[src/rtl/wf_pkg.sv]
// Shared definitions for the waveform window: coordinate widths, defaults and the limits record.
// Both the limits generator and the trace renderer import this package.
package wf_pkg;

    localparam int X_W          = 11;
    localparam int Y_W          = 10;
    localparam int ADDR_W_DEF   = 8;
    localparam int SAMPLE_W_DEF = 8;
    localparam int BORDER_DEF   = 1;
    localparam int SCREEN_W     = 1280;
    localparam int SCREEN_H     = 1024;

    typedef struct packed {
        logic [X_W-1:0] start_x;
        logic [X_W-1:0] end_x;
        logic [Y_W-1:0] start_y;
        logic [Y_W-1:0] end_y;
    } wf_limits_t;

    // A window is drawable only when it spans at least two columns and two rows.
    function automatic logic limits_ok(input wf_limits_t lim);
        return (lim.start_x < lim.end_x) && (lim.start_y < lim.end_y);
    endfunction

endpackage

[src/rtl/wf_window_cmp.sv]
// Combinational window geometry: classifies one pixel against the latched limits
// and produces the column offset and the height above the window bottom.
module wf_window_cmp
    import wf_pkg::*;
#(
    parameter int BORDER = BORDER_DEF
) (
    input  wf_limits_t     lim,
    input  logic           window_ok,
    input  logic [X_W-1:0] x,
    input  logic [Y_W-1:0] y,
    output logic           in_xrange,
    output logic           in_window,
    output logic           border_on,
    output logic [Y_W-1:0] rel_y,
    output logic [X_W-1:0] x_off
);

    localparam logic [X_W:0] BORDER_X = (X_W+1)'(BORDER);
    localparam logic [Y_W:0] BORDER_Y = (Y_W+1)'(BORDER);

    logic [X_W:0] dx_l;
    logic [X_W:0] dx_r;
    logic [Y_W:0] dy_t;
    logic [Y_W:0] dy_b;

    // One extra bit on each difference: a set MSB means the pixel lies outside that edge.
    assign dx_l = {1'b0, x} - {1'b0, lim.start_x};
    assign dx_r = {1'b0, lim.end_x} - {1'b0, x};
    assign dy_t = {1'b0, y} - {1'b0, lim.start_y};
    assign dy_b = {1'b0, lim.end_y} - {1'b0, y};

    assign in_xrange = !dx_l[X_W] && !dx_r[X_W];
    assign in_window = window_ok && in_xrange && !dy_t[Y_W] && !dy_b[Y_W];
    assign border_on = in_window &&
                       ((dx_l < BORDER_X) || (dx_r < BORDER_X) ||
                        (dy_t < BORDER_Y) || (dy_b < BORDER_Y));
    assign rel_y     = dy_b[Y_W-1:0];
    assign x_off     = dx_l[X_W-1:0];

endmodule

[src/rtl/wf_trace_render.sv]
// Per-pixel waveform renderer: latches window limits each frame, fetches one sample per
// column and flags border / trace / inside-window pixels with a fixed three-cycle latency.
module wf_trace_render
    import wf_pkg::*;
#(
    parameter int ADDR_W   = ADDR_W_DEF,
    parameter int SAMPLE_W = SAMPLE_W_DEF,
    parameter int BORDER   = BORDER_DEF
) (
    input  logic                clk,
    input  logic                rst,
    input  logic [X_W-1:0]      x,
    input  logic [Y_W-1:0]      y,
    input  logic                pix_valid,
    input  logic                frame_start,
    input  logic [X_W-1:0]      start_x,
    input  logic [X_W-1:0]      end_x,
    input  logic [Y_W-1:0]      start_y,
    input  logic [Y_W-1:0]      end_y,
    output logic [ADDR_W-1:0]   rd_addr,
    input  logic [SAMPLE_W-1:0] rd_data,
    output logic                out_valid,
    output logic                in_window,
    output logic                border_on,
    output logic                trace_on
);

    localparam int CW = (SAMPLE_W > Y_W) ? SAMPLE_W : Y_W;

    wf_limits_t     in_lim;
    wf_limits_t     lat_lim;
    wf_limits_t     eff_lim;
    logic           lat_ok;
    logic           eff_ok;
    logic           c_xrange;
    logic           c_inwin;
    logic           c_border;
    logic [Y_W-1:0] c_rel_y;
    logic [X_W-1:0] c_x_off;

    assign in_lim = '{start_x: start_x, end_x: end_x, start_y: start_y, end_y: end_y};

    // A pixel arriving together with frame_start is judged against the new limits.
    assign eff_lim = frame_start ? in_lim : lat_lim;
    assign eff_ok  = frame_start ? limits_ok(in_lim) : lat_ok;

    wf_window_cmp #(.BORDER(BORDER)) u_cmp (
        .lim       (eff_lim),
        .window_ok (eff_ok),
        .x         (x),
        .y         (y),
        .in_xrange (c_xrange),
        .in_window (c_inwin),
        .border_on (c_border),
        .rel_y     (c_rel_y),
        .x_off     (c_x_off)
    );

    always_ff @(posedge clk) begin
        if (rst) begin
            lat_lim <= '0;
            lat_ok  <= 1'b0;
        end else if (frame_start) begin
            lat_lim <= in_lim;
            lat_ok  <= limits_ok(in_lim);
        end
    end

    logic           s1_valid, s1_inwin, s1_border, s1_xrange, s1_first;
    logic [Y_W-1:0] s1_rel_y, s1_height;

    always_ff @(posedge clk) begin
        if (rst) begin
            s1_valid  <= 1'b0;
            s1_inwin  <= 1'b0;
            s1_border <= 1'b0;
            s1_xrange <= 1'b0;
            s1_first  <= 1'b0;
            s1_rel_y  <= '0;
            s1_height <= '0;
            rd_addr   <= '0;
        end else begin
            s1_valid  <= pix_valid;
            s1_inwin  <= pix_valid && c_inwin;
            s1_border <= pix_valid && c_border;
            s1_xrange <= pix_valid && c_xrange;
            s1_first  <= (x == eff_lim.start_x);
            s1_rel_y  <= c_rel_y;
            s1_height <= eff_lim.end_y - eff_lim.start_y;
            if (pix_valid && c_xrange)
                rd_addr <= c_x_off[ADDR_W-1:0];
        end
    end

    logic           s2_valid, s2_inwin, s2_border, s2_xrange, s2_first;
    logic [Y_W-1:0] s2_rel_y, s2_height;

    always_ff @(posedge clk) begin
        if (rst) begin
            s2_valid  <= 1'b0;
            s2_inwin  <= 1'b0;
            s2_border <= 1'b0;
            s2_xrange <= 1'b0;
            s2_first  <= 1'b0;
            s2_rel_y  <= '0;
            s2_height <= '0;
        end else begin
            s2_valid  <= s1_valid;
            s2_inwin  <= s1_inwin;
            s2_border <= s1_border;
            s2_xrange <= s1_xrange;
            s2_first  <= s1_first;
            s2_rel_y  <= s1_rel_y;
            s2_height <= s1_height;
        end
    end

    logic [CW-1:0] prev_sample;
    logic [CW-1:0] data_w, height_w, rel_w, cur, prev_eff, lo, hi;

    // Sample clipped to the window height; the span to the previous column joins steep edges.
    always_comb begin
        data_w   = CW'(rd_data);
        height_w = CW'(s2_height);
        rel_w    = CW'(s2_rel_y);
        cur      = (data_w > height_w) ? height_w : data_w;
        prev_eff = s2_first ? cur : prev_sample;
        lo       = (prev_eff < cur) ? prev_eff : cur;
        hi       = (prev_eff < cur) ? cur : prev_eff;
    end

    always_ff @(posedge clk) begin
        if (rst) begin
            out_valid   <= 1'b0;
            in_window   <= 1'b0;
            border_on   <= 1'b0;
            trace_on    <= 1'b0;
            prev_sample <= '0;
        end else begin
            out_valid <= s2_valid;
            in_window <= s2_inwin;
            border_on <= s2_border;
            trace_on  <= s2_inwin && !s2_border && (rel_w >= lo) && (rel_w <= hi);
            if (frame_start)
                prev_sample <= '0;
            else if (s2_xrange)
                prev_sample <= cur;
        end
    end

endmodule
[config.mk]
export PLATFORM = sky130hd
export DESIGN_NAME = wf_trace_render
export DESIGN_NICKNAME = d
export VERILOG_FILES = /design/src/rtl/wf_pkg.sv /design/src/rtl/wf_window_cmp.sv /design/src/rtl/wf_trace_render.sv
export SDC_FILE = /design/constraint.sdc
export NUM_CORES = 1
export LEC_CHECK = 0
export CAP_MARGIN = 5
export CORE_UTILIZATION = 55
export DETAILED_ROUTE_END_ITERATION = 8
export HOLD_SLACK_MARGIN = 0.12
export PLACE_DENSITY_LB_ADDON = 0.1
export SLEW_MARGIN = 20
export SYNTH_ARGS = -nofsm -noshare
export SYNTH_HDL_FRONTEND = slang
export SYNTH_HIERARCHICAL = 1
export SYNTH_SLANG_ARGS = --single-unit
[constraint.sdc]
create_clock -name clk -period 14.4 [get_ports clk]
set_clock_uncertainty 0.05 [all_clocks]
set_input_delay 4.32 -clock clk [delete_from_list [all_inputs] [get_ports clk]]
set_output_delay 4.32 -clock clk [all_outputs]
set_load 0.005 [all_outputs]
==> impl_metrics.json <==
{
  "status": "finished, final reports clean",
  "antenna_left": 0,
  "worstSetupPathType": "in2reg",
  "grt_pass1_wl_mm": 30.4,
  "p_per_area_nw_per_um2": 113,
  "r2r_end": "trace_on",
  "rsz0062_at_grt": "no",
  "fill_cells": 1159,
  "multi_input_area_sq_um": 5210,
  "yosys_warnings": 6,
  "io_buffers": 86,
  "ys_async_sr_fraction_pct": 0,
  "core_area_sq_um": 14100,
  "wl_mm": 18.5,
  "period_share_pct": 66.3,
  "drv_cap": 0,
  "via_count": 6667,
  "setup.worst_path.end_class": "register",
  "dr.first_iter.drc_count": 477,
  "die_h_um": 123,
  "fin_crit_ns": 9.55,
  "worst_slack_ns": 4.85,
  "syn_inst": 944,
  "dp_slack_ns": 4.56,
  "cts_buffer_depth": 2,
  "muxShareOfSynthArea_pct": 9.12,
  "utilization_pct": 69.0,
  "drc_errors": 0,
  "hold_class": "reg2reg",
  "io_pins": 87,
  "antenna_found_initial": 0,
  "holdBufCountCts": 0,
  "finalSetupViolations": 0,
  "r2r_cells": 23,
  "die_area_sq_um": 15200,
  "dr_wl_met3_um": 791,
  "tritoncts": "yes",
  "grtUsageTotal_pct": 25.8,
  "synth_fa_ha_area_share_pct": 17.8,
  "gp_congestion": 0.929,
  "cts_buffers": 17,
  "ys_ff_latch": 115,
  "syn_area_per_cell_sq_um": 8.56,
  "critPathLaunch": "rd_data[3]",
  "met1_length_mm": 9.10,
  "nets": 1215,
  "cp-start-kind": "input port",
  "synth_xor_area_share_pct": 3.47,
  "report.power.total_w": 0.00110,
  "synth_edf_count": 0,
  "synth_top_family_by_area": "simple AND/OR/NAND/NOR gates",
  "tns_ns": 0,
  "grt_max_degree": 98,
  "synth-simple-area-share_pct": 17.9,
  "antenna_cells": 0,
  "root_buffer": "clkbuf_16",
  "die_w_um": 123,
  "syn2layout_area_growth_pct": 20.4,
  "critPathMaxFanout": 8,
  "ys_types": 71,
  "vias_per_cell": 5.46,
  "seq_area_sq_um": 2300,
  "cts_resized": 0,
  "drt_first_pass_iters": 5,
  "timing.rr.start": "height_w[3]",
  "synth_compound_area_share_pct": 16.2,
  "layout-drive-gt1-share_pct": 7.88,
  "max_freq_mhz": 105,
  "cts.htree.levels": 4,
  "start_util_pct": 57.3,
  "rows": 43,
  "dr.max_layer_used": "met4",
  "required_ns": 14.68,
  "cts.clk_slew.worst_paths_ns": 0.05,
  "r2r_setup_slack_ns": 8.83,
  "tightestPinTransition_ns": 1.00,
  "cp.arrival_ns": 9.83,
  "synth_ff_type": "dfxtp_1",
  "crit_end": "trace_on",
  "route.met2.wl_mm": 8.34,
  "leakage_nw": 4.41,
  "cts.sinks": 115,
  "clk_latency_ns": 0.41,
  "yosysSeqAreaShare_pct": 28.5,
  "syn_area_sq_um": 8080,
  "slew_headroom_pct": 33.1,
  "ir_worst_vdd_mv": 0.0891,
  "grt_pass1_vias": 6309,
  "slew_violations": 0,
  "wire_per_inst_um": 15.2,
  "overflow": 0,
  "hpwl_mm": 14.2,
  "hold_viol_final": 0,
  "cts_setup_buffers": 0
}
-- metal layers --
metal / vias up / track usage (%)
met4: 0 / 7.45
met5: - / 0
met2: 149 / 41.1
met3: 19 / 4.84
met1: 3061 / 35.4
li1: 3438 / -
-- metrics by stage --
step                hold WS (ns)  cell area, sq um  instances
CTS                        0.383              9730       1220
global route               0.394              9730       1220
finish                     0.383              9730       1220
floorplan                  0.364              8090        945
global placement           0.366              9080       1189
detailed placement         0.370              9080       1189
-- critical path, cell delays in order --
cell,delay (ns)
clkdlybuf4s50_1,0.42
ha_1,0.32
a211o_1,0.28
o211ai_2,0.09
nand3_1,0.15
nand2_1,0.30
mux2_2,0.41
inv_1,0.10
a21oi_1,0.07
ha_1,0.34
a21oi_1,0.08
o21ai_0,0.36
a221o_1,0.28
nor2_1,0.09
a311oi_4,0.59
mux2i_1,0.17
ha_1,0.33
nand4_1,0.09
nor3_1,0.29
a41oi_1,0.20
a22oi_1,0.22
o21ai_0,0.11
a211oi_1,0.21
-- report_power, final --
group / internal [W] / switching (W) / total [W]
combinational: 0.000134 / 0.000151 / 0.000284
clock: 0.000311 / 0.000151 / 0.000463
sequential: 0.000341 / 0.00000803 / 0.000349
total: 0.000786 / 0.000310 / 0.00110
-- kinds of logic (layout without fill, tap and decap cells) --
family	Yosys count	after routing
DFF	115	115
muxes	70	70
xor gates and xnor gates	32	32
buffers and inverters	150	245
adders and majority gates	112	112
and+or+nand+nor	277	277
AOI/OAI and AO/OA	187	187
other	1	2
-- synthesized netlist by cell type (all sizes together) (3+ instances only) --
master	number	share of area (%)
buf	10	0.54
nor3	20	1.2
ha	107	17
clkbuf	14	0.65
o2111ai	4	0.43
nor3b	7	0.65
nand2	37	1.7
xor2	17	1.8
a21oi	49	3.0
nand4	9	0.70
o311ai	3	0.33
o21bai	4	0.42
or4	4	0.37
o211ai	7	0.77
inv	126	5.9
nor2	78	3.6
a31oi	5	0.39
nand2b	8	0.62
a211o	3	0.33
nand3b	3	0.28
or2	5	0.39
a21o	17	1.6
nor2b	74	5.7
dfxtp	115	28
a211oi	18	1.8
o21ai	30	2.0
mux2	29	4.0
mux2i	41	5.1
o22ai	5	0.39
a21boi	3	0.28
and2	3	0.23
nand3	13	0.81
o21a	15	1.4
nor4	5	0.39
fa	5	1.2
xnor2	15	1.6
o31ai	4	0.54
-- flip-flops by register name, indices dropped and copies added, names as in the netlist, 8 cells and up --
register     cells
s1_rel_y        10
s1_height       10
prev_sample     10
height_w        10
rel_w           10
lat_lim         42
rd_addr          8
-- final cells by class --
type,count,share of cell area [%]
inverters,126,4.86
multi-input cells,680,53.6
clock inverters,12,2.10
well taps,180,2.31
repair buffers,88,8.92
flip-flops and latches,115,23.7
clock buffers,19,4.55
-- worst min-delay path by stage --
stage / startpoint / endpoint / cells after the start
global route: s1_border / s2_border / 1
global placement: s1_rel_y[7] / rel_w[7] / 1
CTS: s1_rel_y[8] / rel_w[8] / 1
finish: s1_height[7] / height_w[7] / 1
detailed placement: s1_border / s2_border / 1
floorplan: s1_height[0] / height_w[0] / 1
-- cells in the final DEF (no fill, tap or decap), types with 15 or more instances in the layout --
cell and count:
a211oi_1 17, a21o_1 16, a21oi_1 49, clkbuf_16 17
clkdlybuf4s50_1 84, dfxtp_1 115, ha_1 107, inv_1 126
mux2_2 29, mux2i_1 41, nand2_1 37, nor2_1 78
nor2b_1 74, nor3_1 20, o21a_1 15, o21ai_0 28
xnor2_1 15, xor2_1 17
(Power assumes the default switching activity.)
==> patch, RTL diff (config.mk and constraints unchanged) <==
Remove the register `out_valid`: a continuous assignment takes its place, so the output `out_valid` follows one clock earlier.
--- a/src/rtl/wf_trace_render.sv
+++ b/src/rtl/wf_trace_render.sv
@@ -131,13 +131,11 @@
 
     always_ff @(posedge clk) begin
         if (rst) begin
-            out_valid   <= 1'b0;
             in_window   <= 1'b0;
             border_on   <= 1'b0;
             trace_on    <= 1'b0;
             prev_sample <= '0;
         end else begin
-            out_valid <= s2_valid;
             in_window <= s2_inwin;
             border_on <= s2_border;
             trace_on  <= s2_inwin && !s2_border && (rel_w >= lo) && (rel_w <= hi);
@@ -148,4 +146,6 @@
         end
     end
 
+    assign out_valid = s2_valid;
+
 endmodule
Behaviour: not the same (Yosys sat finds a counterexample within 4 cycles, from zero or initial values and one cycle with rst high).
==> patch against the unedited design <==
- sequential cell count is 1 lower
- die area decreased by 0.32%
- combinational power about the same
- final area up 0.12%
- largest power group unchanged
- synthesized area fell by 0.33%
- setup slack better by 0.066 ns
- routed wire length is 1.1% lower
- power up 1.9%
==> patch: results (changes against the unedited design) <==
Outcome
  – Run status: finished clean

Hold path
  – Worst hold path type: flop to flop
  – Instance count along the most critical hold path: 1 (unchanged)

Placement
  – Placement Cell Area: 0.00906 sq mm (-0.29%)
  – Number of buffers inserted by port buffering: 86 (unchanged)
  – Gp weighted congestion: 0.927 (-0.16%)
  – Total half-perimeter wirelength after legalization and detailed placement: 14000 um (-2.0%)
  – Minimum setup slack after placement: 4.52 ns (-0.0391 ns)

Finish
  – Filler cell count in the final layout: 1187 (+2.4%)
  – Syn-to-layout area delta: 20.9%
  – Layout net count: 1213 (-0.16%)
  – Number of flip-flops under the largest register name: 42 (unchanged)
  – Largest register by flop count: lat_lim
  – Ratio of cells with drive above 1 in the final layout: 8.08% (+0.20 points)
  – Most common cell after layout, fill and taps aside: sky130_fd_sc_hd__inv_1

Synthesis
  – Most frequent cells after synthesis: sky130_fd_sc_hd__inv_1, sky130_fd_sc_hd__dfxtp_1, sky130_fd_sc_hd__ha_1
  – Flip-flop cell with the highest count after synthesis: sky130_fd_sc_hd__dfxtp_1
  – Sequential element share of the synthesized area: 28.3% (-0.16 points)
  – Compound-Gate Fraction of Synth Area: 16.2% (+0.053 points)
  – Post-synth ARST share: 0% (unchanged)
  – Xor and xnor fraction of the mapped netlist area: 3.48% (+0.011 points)
  – Fraction of synthesized area in multiplexers: 9.15% (+0.030 points)
  – Cell types occupying the most area after synthesis: sky130_fd_sc_hd__dfxtp_1, sky130_fd_sc_hd__ha_1, sky130_fd_sc_hd__inv_1
  – Synthesized-area fraction occupied by adder cells: 17.9% (+0.058 points)

GRT
  – Antenna violations before repair: 0 (unchanged)
  – Via count of the first global-routing pass: 6242 (-1.1%)
  – Pin count of the biggest net entering global routing: 90 (-8.2%)
  – GRT Total Usage: 25.5% (-0.29 points)
  – Congestion Overflow GR: 0 (unchanged)
  – Global-route wire length before repair: 29800 um (-1.9%)

Worst setup path
  – CP Data Arrival Time: 9.76 ns (-0.07 ns)
  – Critical path peak fanout: 8 (unchanged)
  – FF-to-FF path depth: 22 (-4.3%)

STA
  – Actual slew at the worst max-slew pin: 0.939 ns (-0.0651 ns)

Clocking
  – Clock Latency Late Sink: 0.42 ns
  – Post-CTS setup buffer count: 0 (unchanged)
  – Gates resized, CTS repair: 0 (unchanged)
  – Register clock-pin slew on the reported worst setup and hold paths: 0.05 ns (about the same)
  – Level count of the clock H-tree: 4 (unchanged)
  – Clock Tree Buf Depth: 2 (unchanged)
  – Master cell of the clock root buffer: sky130_fd_sc_hd__clkbuf_16
  – TritonCTS buffer count: 17 (unchanged)

Drt
  – TritonRoute pass-1 iters: 4 (-1)
  – Vias/cell: 5.47 (about the same)
  – Initial drt markers: 386 (-19%)
  – WL/cell: 15.0 um (-1.0%)

Power
  – Maximum vdd ir drop: 0.0904 mV (+1.4%)
  – Static Leakage: 4.41 nW (about the same)
-- patch: path summary, 6_finish.rpt --
kind | startpoint | endpoint | slack [ns]
hold reg to reg | s1_height[8]$_SDFF_PP0_ | height_w[8]$_SDFF_PP0_ | 0.38
setup reg to reg | height_w[7]$_SDFF_PP0_ | trace_on$_SDFF_PP0_ | 8.90
hold / removal | s1_height[8]$_SDFF_PP0_ | height_w[8]$_SDFF_PP0_ | 0.38
setup / recovery | rd_data[3] | trace_on$_SDFF_PP0_ | 4.92
-- patch: cells by family after synthesis --
| group | Yosys count |
|---|---|
| buffers and inverters | 150 |
| muxes | 70 |
| DFF | 114 |
| other | 1 |
| and+or+nand+nor | 276 |
| xor gates and xnor gates | 32 |
| AOI/OAI and AO/OA | 187 |
| adders and majority gates | 112 |
-- patch: worst max-delay path, cell delays in order --
cell                              delay, ns
sky130_fd_sc_hd__clkdlybuf4s50_1       0.43
sky130_fd_sc_hd__ha_1                  0.32
sky130_fd_sc_hd__a211o_1               0.27
sky130_fd_sc_hd__o211ai_2              0.09
sky130_fd_sc_hd__nand3_1               0.14
sky130_fd_sc_hd__nand2_1               0.30
sky130_fd_sc_hd__mux2_2                0.41
sky130_fd_sc_hd__inv_1                 0.11
sky130_fd_sc_hd__a21oi_1               0.08
sky130_fd_sc_hd__ha_1                  0.34
sky130_fd_sc_hd__a21oi_1               0.07
sky130_fd_sc_hd__o21ai_0               0.28
sky130_fd_sc_hd__a221o_1               0.27
sky130_fd_sc_hd__nor2_1                0.09
sky130_fd_sc_hd__a311oi_4              0.57
sky130_fd_sc_hd__mux2i_1               0.17
sky130_fd_sc_hd__ha_1                  0.33
sky130_fd_sc_hd__nand4_1               0.09
sky130_fd_sc_hd__nor3_1                0.31
sky130_fd_sc_hd__a41oi_1               0.20
sky130_fd_sc_hd__a22oi_1               0.21
sky130_fd_sc_hd__o21ai_0               0.11
sky130_fd_sc_hd__a211oi_1              0.23
-- patch: area by class of cell --
cell class	count	area share, %
multi-input combinational	679	53.5
sequential	114	23.4
timing repair buffer	88	8.91
inverter	126	4.86
clock buffer	19	4.65
clock inverter	13	2.38
tap	180	2.31
-- patch: routing by layer --
layer  vias up  part of all wire, %  global-route usage [%]
met5         -                    0                       0
met4         0                  1.4                    8.28
met3        18                  3.9                    4.57
met2       138                   44                    40.1
met1      3073                   51                    35.2
li1       3434                    -                       -
-- patch: report_power, final --
group	total, mW	leakage, nW	switching (mW)	internal (mW)
registers	0.346	0.937	0.00776	0.339
logic	0.284	3.15	0.151	0.133
clock network	0.487	0.317	0.154	0.333
-- patch: per-stage QoR --
step / std cells / hold WS (ns)
2_1_floorplan: 943 / 0.364
3_3_place_gp: 1187 / 0.366
3_5_place_dp: 1187 / 0.370
4_1_cts: 1219 / 0.381
5_1_grt: 1219 / 0.396
6_report: 1219 / 0.381
